==> src/rtl/vec_pkg.sv <==
// Shared types and constants for the serial-to-parallel vector pair loader.
package vec_pkg;

    localparam int DW = 5;
    localparam int N  = 4;
    localparam int CW = $clog2(2 * N);

    typedef logic signed [DW-1:0] elem_t;

    typedef enum logic {
        LOAD = 1'b0,
        FULL = 1'b1
    } ld_state_t;

    function automatic int slot_lsb(input int k);
        return k * DW;
    endfunction

endpackage

==> src/rtl/vec_pair_loader.sv <==
// Collects 2*N signed elements (A0..A3 then B0..B3) and presents them as a
// held register pair until the downstream dot-product unit takes it.
module vec_pair_loader
    import vec_pkg::*;
(
    input  logic            clk,
    input  logic            rst,
    input  logic            in_valid,
    output logic            in_ready,
    input  logic            in_sop,
    input  logic [DW-1:0]   in_data,
    output logic            out_valid,
    input  logic            out_ready,
    output logic [N*DW-1:0] a_vec,
    output logic [N*DW-1:0] b_vec,
    output logic            frame_err,
    output logic [7:0]      frames_done
);

    localparam logic [CW-1:0] LAST_IDX = CW'(2 * N - 1);

    ld_state_t     state_reg, state_next;
    logic [CW-1:0] cnt_reg, cnt_next;
    logic          frame_err_reg, frame_err_next;
    logic [7:0]    frames_done_reg, frames_done_next;

    logic          accept;
    logic          load_beat;
    logic [CW-1:0] wr_idx;

    assign in_ready    = (state_reg == LOAD) & ~rst;
    assign accept      = in_valid & in_ready;
    assign out_valid   = (state_reg == FULL);
    assign frame_err   = frame_err_reg;
    assign frames_done = frames_done_reg;

    always_ff @(posedge clk) begin
        if (rst) begin
            state_reg       <= LOAD;
            cnt_reg         <= '0;
            frame_err_reg   <= 1'b0;
            frames_done_reg <= '0;
        end else begin
            state_reg       <= state_next;
            cnt_reg         <= cnt_next;
            frame_err_reg   <= frame_err_next;
            frames_done_reg <= frames_done_next;
        end
    end

    always_comb begin
        state_next       = state_reg;
        cnt_next         = cnt_reg;
        frame_err_next   = 1'b0;
        frames_done_next = frames_done_reg;
        load_beat        = 1'b0;
        wr_idx           = cnt_reg;

        case (state_reg)
            LOAD: begin
                if (accept) begin
                    if (in_sop) begin
                        // A start marker always restarts the frame at A0;
                        // abandoning a partial frame is an error.
                        load_beat      = 1'b1;
                        wr_idx         = '0;
                        cnt_next       = CW'(1);
                        frame_err_next = (cnt_reg != '0);
                    end else if (cnt_reg == '0) begin
                        frame_err_next = 1'b1;
                    end else begin
                        load_beat = 1'b1;
                        if (cnt_reg == LAST_IDX) begin
                            cnt_next   = '0;
                            state_next = FULL;
                        end else begin
                            cnt_next = cnt_reg + CW'(1);
                        end
                    end
                end
            end
            FULL: begin
                if (out_ready) begin
                    state_next       = LOAD;
                    frames_done_next = frames_done_reg + 8'd1;
                end
            end
            default: begin
                state_next = LOAD;
            end
        endcase
    end

    // One holding register per element slot; slots are never cleared except
    // by reset, so a restarted frame simply overwrites stale contents.
    for (genvar gi = 0; gi < N; gi++) begin : g_slot
        elem_t a_slot_reg;
        elem_t b_slot_reg;

        always_ff @(posedge clk) begin
            if (rst) begin
                a_slot_reg <= '0;
                b_slot_reg <= '0;
            end else if (load_beat) begin
                if (wr_idx == CW'(gi)) begin
                    a_slot_reg <= in_data;
                end
                if (wr_idx == CW'(gi + N)) begin
                    b_slot_reg <= in_data;
                end
            end
        end

        assign a_vec[slot_lsb(gi) +: DW] = a_slot_reg;
        assign b_vec[slot_lsb(gi) +: DW] = b_slot_reg;
    end

endmodule

==> config.mk <==
export PLATFORM = sky130hd
export DESIGN_NAME = vec_pair_loader
export DESIGN_NICKNAME = d
export VERILOG_FILES = /design/src/rtl/vec_pkg.sv /design/src/rtl/vec_pair_loader.sv
export SDC_FILE = /design/constraint.sdc
export NUM_CORES = 1
export LEC_CHECK = 0
export BUFFER_PORTS_ARGS = -buffer_cell sky130_fd_sc_hd__buf_4
export CAP_MARGIN = 20
export CELL_PAD_IN_SITES_DETAIL_PLACEMENT = 0
export CELL_PAD_IN_SITES_GLOBAL_PLACEMENT = 2
export CORE_UTILIZATION = 35
export CTS_BUF_LIST = sky130_fd_sc_hd__clkbuf_8
export CTS_CLUSTER_SIZE = 40
export DETAILED_ROUTE_END_ITERATION = 12
export PLACE_DENSITY_LB_ADDON = 0.1
export SETUP_SLACK_MARGIN = 0.02
export SYNTH_ARGS = -nofsm -noshare
export SYNTH_HDL_FRONTEND = slang
export SYNTH_SLANG_ARGS = --single-unit
==> constraint.sdc <==
create_clock -name clk -period 4 [get_ports clk]
set_clock_uncertainty 0.05 [all_clocks]
set_input_delay 1.2 -clock clk [delete_from_list [all_inputs] [get_ports clk]]
set_output_delay 1.2 -clock clk [all_outputs]
set_load 0.01 [all_outputs]
After elaboration in Yosys (flattened, before gate mapping). Cells that the tools add are included.

Flip-flop bits (word level): 53. Bits of input ports: 10. Output and inout port bits: 51. Logic and storage cells: 60.

Add/sub/neg operators: 2. Eq/ne operators: 9. Muxes and demuxes: 18. Bitwise gates (word level): 5. Reductions and logical operators: 14.

Operator list (count): $mux W3 (6); $reduce_and A2 Y1 (9); $eq A3 B3 Y1 const B (5); $mux W1 (11); $add A8 B1 Y8 const B (1); $eq A3 B2 Y1 const B (2); $logic_not A3 Y1 (2); $add A3 B1 Y3 const B (1); $eq A3 B1 Y1 const B (1); $not A1 Y1 (3); $reduce_and A3 Y1 (1); $reduce_bool A3 Y1 (1); $reduce_or A3 Y1 (1); $and A1 B1 Y1 (2); $ne A2 B2 Y1 const B (1); $pmux W1 S2 (1).

Logic depth before layout (Yosys ltp). Gate-level depths: netlist of the first run.

Depth in word-level cells: 7. Depth in mapped cells: 9. Mapped depth without buffers: 7.

Worst setup path after synthesis of the first run. Ideal clock, no wire load.

Path kind: input to output. Start point: in rst. End point: out in_ready. Arrival time: 1663 ps. Required time: 2750 ps. Path slack: 1087 ps. Stages on the path: 3. Buffers on the path: 2. Cell sequence: buf_4 buf_6 nor2_1.

Word-level cells in the longest chain between the ends: 2.

RTL lines: start, declared (line vec_pair_loader.sv:7) `input logic rst,`; $not A1 Y1 (line vec_pair_loader.sv:31) `assign in_ready = (state_reg == LOAD) & ~rst;`; $and A1 B1 Y1 (line vec_pair_loader.sv:31); end, declared (line vec_pair_loader.sv:9) `output logic in_ready,`.

No other way between the ends.

Worst setup path in the final report of the first run. Ends and elaborated chain as after synthesis.

==> results of run 1 <==
==> power by group <==
group          internal [mW]  switching, mW
registers              0.533        0.00429
clock network          0.143          0.184
logic                 0.0300         0.0368
==> logic make-up after synthesis <==
logic type                 Yosys count
xor gates and xnor gates             2
adders and majority gates            5
AOI/OAI and AO/OA                   17
buffers and inverters               22
and+or+nand+nor                     87
muxes                               40
DFF                                 53
==> layout make-up <==
| cell class | count | area, um^2 | area share [%] |
|---|---|---|---|
| Multi-Input combinational cell | 151 | 1220 | 41.2 |
| Sequential cell | 53 | 1060 | 35.6 |
| Timing Repair Buffer | 61 | 458 | 15.4 |
| Tap cell | 77 | 96.3 | 3.24 |
| Clock buffer | 6 | 82.6 | 2.77 |
| Inverter | 10 | 37.5 | 1.26 |
| Clock inverter | 2 | 16.3 | 0.546 |
==> synthesized netlist by cell type (2+ instances only) <==
cell type	number	area [um^2]
a21oi_1	9	45.0
buf_4	2	15.0
buf_6	5	56.3
clkbuf_1	4	15.0
dfxtp_1	53	1060
ha_1	5	62.6
inv_1	9	33.8
mux2i_1	40	400
nand2_1	7	26.3
nand2b_1	40	250
nand3_1	5	25.0
nand4_1	2	12.5
nand4_4	6	128
nor2_1	5	18.8
nor2b_1	3	18.8
o21ai_0	4	20.0
or2b_1	2	15.0
or2b_2	5	43.8
or3_1	4	25.0
or4_1	2	15.0
==> worst max-delay path, stage by stage <==
cell and delay, ps:
buf_4 420, nor2_1 130, buf_4 170
==> stage by stage <==
step                instance area (um^2)  instances  total power [mW]
finish                              2980        360             0.931
global placement                    2880        352             0.618
global route                        2980        360             0.974
floorplan                           2410        226             0.592
detailed placement                  2880        352             0.617
CTS                                 2980        360             0.946
==> metal layers <==
layer	part of all wire (%)	wire [um]	vias up	track usage, %
li1	-	-	883	-
met1	51	2620	796	20.7
met2	44	2270	43	22.4
met3	4.4	226	5	3.21
met4	1.0	53	0	5.08
met5	0	0	-	0
==> final timing paths <==
check                                             from                                   end  depth (start not counted)
setup reg to reg               cnt_reg[0]$_SDFFE_PP0P_  g_slot[0].a_slot_reg[4]$_SDFFE_PP0P_                          7
hold / removal    g_slot[1].b_slot_reg[4]$_SDFFE_PP0P_  g_slot[1].b_slot_reg[4]$_SDFFE_PP0P_                          2
setup / recovery                                   rst                              in_ready                          3
hold reg to reg   g_slot[1].b_slot_reg[4]$_SDFFE_PP0P_  g_slot[1].b_slot_reg[4]$_SDFFE_PP0P_                          2
==> summary.txt, run 1 <==
Outcome
  • Status: finished, final reports clean

Timing
  • Fin. Hold Viols: 0
  • Worst-margin pin slew: 845 ps
  • Slew Limit Fails: 0
  • Setup violation total in the final timing report: 0
  • Final WS setup: 828 ps
  • RSZ-0062 raised after global routing: no
  • Relative slew slack: 43.4%
  • Crit path time final: 3170 ps
  • Hold_ws: 430 ps
  • Setup TNS: 0 ps
  • F_max: 315 MHz
  • Period utilization: 79.3%

Yosys
  • Post-Synth Adder-Cell Area: 2.59%
  • Xor/xnor share of the synthesized area: 0.725%
  • Post-synth EDFFs: 0
  • Synth Cell Area: 0.00241 mm^2
  • Post-Synthesis Net Count: 241
  • Netlist cell types: 34
  • Area fraction in and, or, nand and nor cells after synthesis: 26.7%
  • Yosys warns: 0
  • Fraction of registers with async set/reset: 0%
  • Fraction of synthesized area in multiplexers: 16.6%
  • Largest family of logic cells by synthesized area: simple AND/OR/NAND/NOR gates
  • Ys flop type: dfxtp_1
  • Post-synthesis sequential area ratio: 43.9%
  • #FFs+latches synth: 53
  • Post-Synthesis Cells: 226
  • Compound-Gate Fraction of Synth Area: 4.09%
  • Mean post-synth cell area: 10.7 um^2

Placement
  • Placer Congestion: 0.657
  • Number of port buffers: 60
  • Dpl hpwl: 3630 um
  • Place WS: 806 ps

Global routing
  • Largest net degree at the start of global routing: 62
  • Vias in the first global route: 1579
  • GRT Util Overall: 14.7%
  • First-pass GRT wire length: 8200 um
  • Initial antenna violation count: 0
  • Grt ovf: 0

Floorplan
  • Die height: 85.1 um
  • I/O pin count: 61
  • Die width: 85.1 um
  • Cell Rows: 29
  • Core area: 0.00649 mm^2
  • Initial Util: 37.2%
  • DIE AREA: 0.00724 mm^2

Worst setup path
  • Crit path kind: in2out
  • Crit Path Max Fanout: 61
  • CP Capture Type: output port
  • Setup crit start kind: primary input
  • Worst path required time: 2750 ps
  • R2R setup slack: 1490 ps
  • Crit path DAT: 1920 ps

CTS
  • Clk sink count: 53
  • Worst-Skew Late Latency: 300 ps
  • CTS Root Cell: clkbuf_8
  • CTS buffer count: 5
  • Post_cts resized: 0
  • # hold bufs at CTS: 0
  • H-tree Lvls: 2
  • Clock transition at the registers of the reported paths: 100 ps
  • Clock buffer depth: 2
  • Post-CTS Setup Bufs: 0
  • CTS tree: built

Final layout
  • Fillers: 643
  • N_diodes: 0
  • Commonest cells after routing, fill and taps aside: 61 x buf_4, 53 x dfxtp_1, 40 x nand2b_1, 40 x mux2i_1
  • Layout cells sized above 1: 29.7%
  • Most common cell after layout, fill and taps aside: buf_4
  • Final core area utilization: 45.8%
  • Final layout net count: 297
  • Area growth, synth to finish: 23.3%

Route
  • Average wire per standard cell: 14.4 um
  • Via density: 4.80
  • Pre-antenna DRT Iters: 4
  • Via count: 1727
  • DRT iter0 DRCs: 74
  • Remaining antenna violation count: 0
  • Post-route DRC: 0
  • Total wire length: 5170 um

Pwr
  • Maximum VDD drop: 0.178 mV
  • LEAKAGE: 1.45 nW
  • Power per cell area: 313 mW/mm^2

Job
  • Total of max-cap violations: 0

Hold path
  • Worst min-delay path class: reg2reg
Power figures use the tool's default switching activity.
==> run 2, diff against run 1 <==
ABC_AREA = 1   (was unset)
CORE_UTILIZATION = 27   (was 35)
clock period = 2.8 ns   (was 4 ns; I/O delays follow)
==> run 2 against run 1 <==
- largest cell class unchanged
- setup slack worse by 400 ps
- critical path depth increased by 8
- die area is 26% higher
- sequential power increased by 45%
- combinational power grew to 2.5 times the previous value
- critical path type is now reg2reg
- clock power increased by 29%
- via count up 26%
- global-route usage fell by 0.88 points
- final area rose by 1.4%
- total power is 48% higher
- worst hold slack better by 1.6 ps
- non-clock buffer count up 2
==> summary.txt, run 2 <==
Outcome
  • Status: finished, final reports clean

Worst setup path
  • Worst path required time: 2960 ps
  • Reg-to-Reg End: g_slot[3].a_slot_reg[3]$_SDFFE_PP0P_
  • CP Capture Type: register
  • Crit path DAT: 2530 ps
  • Worst r2r src: cnt_reg[0]$_SDFFE_PP0P_
  • R2r worst-path depth: 11
  • Crit Path Max Fanout: 15
  • Crit path kind: reg2reg
  • R2R setup slack: 420 ps
  • Setup crit start kind: register

Route
  • Average wire per standard cell: 12.3 um
  • Pre-antenna DRT Iters: 4
  • DRT iter0 DRCs: 70
  • Via count: 2171
  • Via density: 4.37
  • Total wire length: 6110 um
  • Remaining antenna violation count: 0
  • Post-route DRC: 0

Final layout
  • Area growth, synth to finish: 27.9%
  • Most common cell after layout, fill and taps aside: nor2_1
  • Final core area utilization: 36.2%
  • Commonest cells after routing, fill and taps aside: 91 x nor2_1, 64 x nand2_1, 61 x buf_4
  • FF/Latch Area: 0.00106 mm^2
  • Layout cells sized above 1: 23.2%
  • Area of the multi-input gates: 0.00116 mm^2
  • Final layout net count: 406
  • N_diodes: 0
  • Fillers: 923

Pwr
  • LEAKAGE: 1.35 nW
  • Total power: 1.37 mW
  • Sw Pwr: 371 uW
  • Share of power burned in registers: 56.9%
  • Switching Share: 27.0%
  • Power per cell area: 455 mW/mm^2
  • P_int: 1.00 mW
  • Combinational Power Share: 12.4%
  • Maximum VDD drop: 0.183 mV
  • Clock group share of total power: 30.7%

CTS
  • H-tree Lvls: 2
  • Clock transition at the registers of the reported paths: 100 ps
  • CTS Root Cell: clkbuf_8
  • Post-CTS Setup Bufs: 0
  • # hold bufs at CTS: 0
  • Clock buffer depth: 2
  • CTS tree: built
  • Worst-Skew Late Latency: 300 ps
  • CTS buffer count: 5
  • Clk sink count: 53
  • Post_cts resized: 0

Placement
  • Dpl hpwl: 4420 um
  • Number of port buffers: 60
  • Placer Congestion: 0.725

Yosys
  • Dominant cell type by area after synthesis: dfxtp_1
  • Ys flop type: dfxtp_1
  • Post-Synthesis Cells: 331
  • Synth Cell Area: 0.00236 mm^2
  • Netlist cell types: 24
  • Most used standard cell by instance count after synthesis: nor2_1
  • Post-synth EDFFs: 0
  • Fraction of registers with async set/reset: 0%
  • Synth top area share: 44.9%
  • Synth area leaders: dfxtp_1 45%, nor2_1 14%, nand2_1 10%
  • Post-synthesis sequential area ratio: 44.9%
  • Most frequent cells after synthesis: 91 x nor2_1, 64 x nand2_1, 53 x dfxtp_1
  • Post-Synthesis Net Count: 346
  • #FFs+latches synth: 53
  • Mean post-synth cell area: 7.13 um^2
  • Yosys warns: 0

Floorplan
  • Cell Rows: 33
  • DIE AREA: 0.00912 mm^2
  • Die width: 95.5 um
  • Core area: 0.00834 mm^2
  • I/O pin count: 61
  • Die height: 95.5 um
  • Initial Util: 28.3%

Hold path
  • Worst Hold Depth: 2
  • Worst min-delay path class: reg2reg
  • Hold path endpoint: g_slot[0].b_slot_reg[1]$_SDFFE_PP0P_
  • Worst hold start: g_slot[0].b_slot_reg[1]$_SDFFE_PP0P_

Timing
  • Crit path time final: 2380 ps
  • Worst-margin pin slew: 554 ps
  • Fin. Hold Viols: 0
  • RSZ-0062 raised after global routing: no
  • Setup TNS: 0 ps
  • Setup violation total in the final timing report: 0
  • Relative slew slack: 63.1%
  • Slew Limit Fails: 0
  • F_max: 421 MHz
  • Period utilization: 84.8%

Global routing
  • GRT Util Overall: 13.9%
  • Initial antenna violation count: 0
  • Grt ovf: 0
  • Largest net degree at the start of global routing: 32
  • Vias in the first global route: 2007
  • First-pass GRT wire length: 9830 um

Job
  • Total of max-cap violations: 0
run 2: cell count changes in the layout (fill, tap and decap cells not counted), sizes merged, moves of 14 or more:
| cell | before | now |
|---|---|---|
| nor2 | 5 | 104 |
| nand2 | 7 | 67 |
| nand3 | 5 | 47 |
| mux2i | 40 | 0 |
| nand2b | 40 | 0 |
| inv | 11 | 25 |
run 2: power groups by stage:
stage               Clock (mW)  Sequential (mW)  Combinational [mW]
floorplan                    0            0.802               0.104
global placement             0            0.799               0.173
detailed placement           0            0.799               0.173
CTS                      0.446            0.782               0.173
global route             0.471            0.784               0.191
finish                   0.422            0.781               0.170
run 2: critical path, cell delays in order (launching register included):
cell	delay, ps
dfxtp_1	510
inv_1	140
ha_1	230
nand2_1	80
inv_1	50
ha_1	210
nand3b_2	310
a21oi_2	310
buf_12	190
nand3_1	70
nand2_1	90
nor2_1	40
run 2: worst max path at each step:
stage	startpoint	end	depth (start not counted)
after floorplan	in_sop	g_slot[3].b_slot_reg[0]$_SDFFE_PP0P_	8
after global placement	in_sop	g_slot[3].a_slot_reg[3]$_SDFFE_PP0P_	9
after detailed placement	in_sop	g_slot[3].a_slot_reg[3]$_SDFFE_PP0P_	9
after CTS	cnt_reg[0]$_SDFFE_PP0P_	g_slot[3].a_slot_reg[3]$_SDFFE_PP0P_	11
after global routing	cnt_reg[0]$_SDFFE_PP0P_	g_slot[3].a_slot_reg[2]$_SDFFE_PP0P_	11
final	cnt_reg[0]$_SDFFE_PP0P_	g_slot[3].a_slot_reg[3]$_SDFFE_PP0P_	11
run 2: cell type report:
class                           count  share of cell area, %
Inverter                           24                   2.98
Sequential cell                    53                   35.1
Clock buffer                        5                   2.28
Multi-Input combinational cell    244                   38.3
Clock inverter                      3                  0.456
Tap cell                          105                   4.35
Timing Repair Buffer               63                   16.5
run 2: metrics by stage:
| step | instance area, um^2 | std cells | setup slack (ps) | hold WS, ps |
|---|---|---|---|---|
| after floorplan | 2360 | 331 | 754 | 438 |
| after global placement | 2940 | 489 | 387 | 409 |
| after detailed placement | 2940 | 489 | 356 | 416 |
| after CTS | 3020 | 497 | 413 | 437 |
| after global routing | 3020 | 497 | 200 | 463 |
| final | 3020 | 497 | 425 | 432 |
run 2: layer usage:
metal  GRT usage, %  up-vias  part of all wire, %
li1               -     1158                    -
met1           19.1      970                   51
met2           21.9       39                   44
met3           2.95        4                  3.9
met4           3.61        0                 0.77
met5              0        -                    0
run 2: kinds of logic after synthesis:
group	Yosys count	share of synthesized area, %
AOI/OAI and AO/OA	17	4.13
xor gates and xnor gates	1	0.371
adders and majority gates	5	2.65
buffers and inverters	34	6.09
DFF	53	44.9
and+or+nand+nor	221	41.8
==> run 3, diff against run 2 <==
CORE_UTILIZATION = 29   (was 27)
clock period = 2.45 ns   (was 2.8 ns; I/O delays follow)
==> run 3 against run 2 <==
- global-route usage up 1.1 points
- clock-buffer cell count grew 1
- core utilization rose by 2.6 points
- final area grew 0.33%
- sequential share of layout area shrank 0.12 points
- total power up 16%
- worst hold slack worse by 6.4 ps
- sequential cell count did not move
- largest cell class unchanged
==> summary.txt, run 3 (same netlist as run 2, synthesis figures left out) <==
Worst setup path
  • Crit-path max cell delay: 470 ps
  • CP max-delay cell: dfxtp_1
  • Crit path cell chain: inv_1 > ha_1 > nand2_1 > inv_1 > ha_1 > nand3b_2 > nor2_1 > buf_4 > nand3_1 > nand2_1 > nor2_1
  • Setup crit start kind: register
  • Reg-to-Reg End: g_slot[0].b_slot_reg[2]$_SDFFE_PP0P_
  • Crit path kind: reg2reg
  • Crit path DAT: 2320 ps
  • Crit Path Max Fanout: 20
  • R2r worst-path depth: 11
  • Worst r2r src: cnt_reg[1]$_SDFFE_PP0P_
  • Worst path required time: 2610 ps
  • R2R setup slack: 290 ps
  • CP Capture Type: register

Floorplan
  • Cell Rows: 32
  • Core area: 0.00781 mm^2
  • Initial Util: 30.2%
  • Die height: 92.2 um
  • DIE AREA: 0.00851 mm^2
  • I/O pin count: 61
  • Die width: 92.2 um

Final layout
  • Final core area utilization: 38.8%
  • Area growth, synth to finish: 28.3%
  • Most common cell after layout, fill and taps aside: nor2_1
  • Final layout net count: 409
  • Layout cells sized above 1: 23.6%
  • N_diodes: 0
  • Commonest cells after routing, fill and taps aside: 91 x nor2_1, 65 x buf_4, 64 x nand2_1

CTS
  • # hold bufs at CTS: 0
  • Worst-Skew Late Latency: 310 ps
  • Clock transition at the registers of the reported paths: 90 ps
  • Clock buffer depth: 2
  • CTS Root Cell: clkbuf_8
  • Post-CTS Setup Bufs: 0
  • Post_cts resized: 0
  • CTS buffer count: 5
  • Clk sink count: 53
  • CTS tree: built
  • H-tree Lvls: 2

Placement
  • Dpl hpwl: 4340 um
  • Place WS: 277 ps
  • Number of port buffers: 60
  • Placer Congestion: 0.778

Hold path
  • Hold path endpoint: frames_done[2]$_SDFFE_PP0P_
  • Worst min-delay path class: reg2reg
  • Worst hold start: frames_done[2]$_SDFFE_PP0P_
  • Worst Hold Depth: 2

Timing
  • Worst-margin pin slew: 441 ps
  • Setup TNS: 0 ps
  • Fin. Hold Viols: 0
  • F_max: 463 MHz
  • Final WS setup: 292 ps
  • Setup violation total in the final timing report: 0
  • Period utilization: 88.1%
  • RSZ-0062 raised after global routing: no
  • Crit path time final: 2160 ps
  • Slew Limit Fails: 0
  • Relative slew slack: 70.6%

Global routing
  • GRT Util Overall: 15.0%
  • Largest net degree at the start of global routing: 42
  • Vias in the first global route: 2057
  • First-pass GRT wire length: 10100 um
  • Initial antenna violation count: 0
  • Grt ovf: 0

Route
  • Remaining antenna violation count: 0
  • Pre-antenna DRT Iters: 4
  • DRT iter0 DRCs: 108
  • Total wire length: 5990 um
  • Post-route DRC: 0
  • Via density: 4.46
  • Average wire per standard cell: 12.1 um
  • Via count: 2211

Pwr
  • Power per cell area: 527 mW/mm^2
  • Maximum VDD drop: 0.232 mV
  • LEAKAGE: 1.36 nW

Job
  • Total of max-cap violations: 0

Outcome
  • Status: finished, final reports clean
[run 3: cell types whose count changed in the layout (fill, tap and decap cells not counted), sizes merged]
cell / previous run / this run
buf: 63 / 66
clkinv: 2 / 0
clkbuf: 5 / 6
[run 3: through the flow]
step / area [um^2] / total power, mW / hold slack (ps) / instances
global route: 3030 / 1.67 / 453 / 496
global placement: 2940 / 1.11 / 410 / 489
floorplan: 2360 / 1.04 / 438 / 331
finish: 3030 / 1.60 / 426 / 496
detailed placement: 2940 / 1.11 / 414 / 489
CTS: 3030 / 1.62 / 429 / 496
[run 3: worst max-delay path by stage]
stage | from | to | slack (ps) | depth (start not counted)
detailed placement | in_sop | g_slot[0].b_slot_reg[1]$_SDFFE_PP0P_ | 280 | 9
global route | cnt_reg[1]$_SDFFE_PP0P_ | g_slot[0].b_slot_reg[2]$_SDFFE_PP0P_ | 80 | 11
finish | cnt_reg[1]$_SDFFE_PP0P_ | g_slot[0].b_slot_reg[2]$_SDFFE_PP0P_ | 290 | 11
CTS | cnt_reg[1]$_SDFFE_PP0P_ | g_slot[0].b_slot_reg[1]$_SDFFE_PP0P_ | 280 | 11
global placement | in_sop | g_slot[1].a_slot_reg[2]$_SDFFE_PP0P_ | 310 | 9
floorplan | cnt_reg[0]$_SDFFE_PP0P_ | g_slot[3].b_slot_reg[0]$_SDFFE_PP0P_ | 490 | 11
[run 3: area by class of cell]
class / count / area, um^2
Sequential cell: 53 / 1060
Inverter: 24 / 90.1
Fill cell: 867 / 4780
Timing Repair Buffer: 66 / 508
Tap cell: 102 / 128
Clock inverter: 1 / 3.75
Clock buffer: 6 / 82.6
Multi-Input combinational cell: 244 / 1160
[run 3: metal layers]
layer  routed length [um]  vias up  global-route usage, %
met4                   71        0                   4.43
met2                 2690       50                   23.3
met3                  252        6                   3.15
met5                    0        -                      0
li1                     -     1168                      -
met1                 2980      987                   20.6
[run 3: power breakdown]
part | internal [mW] | total [mW] | leakage [nW] | switching, mW
logic | 0.0751 | 0.198 | 0.879 | 0.123
clock network | 0.221 | 0.508 | 0.0485 | 0.286
registers | 0.878 | 0.890 | 0.428 | 0.0120
[run 3: worst max-delay path, delay by kind of cell (launching register included)]
kind                     cells  cell delay, ps
adder cells (fa/ha/maj)      2             420
buffers and inverters        3             420
flip-flops                   1             470
AND/OR/NAND/NOR              6             690
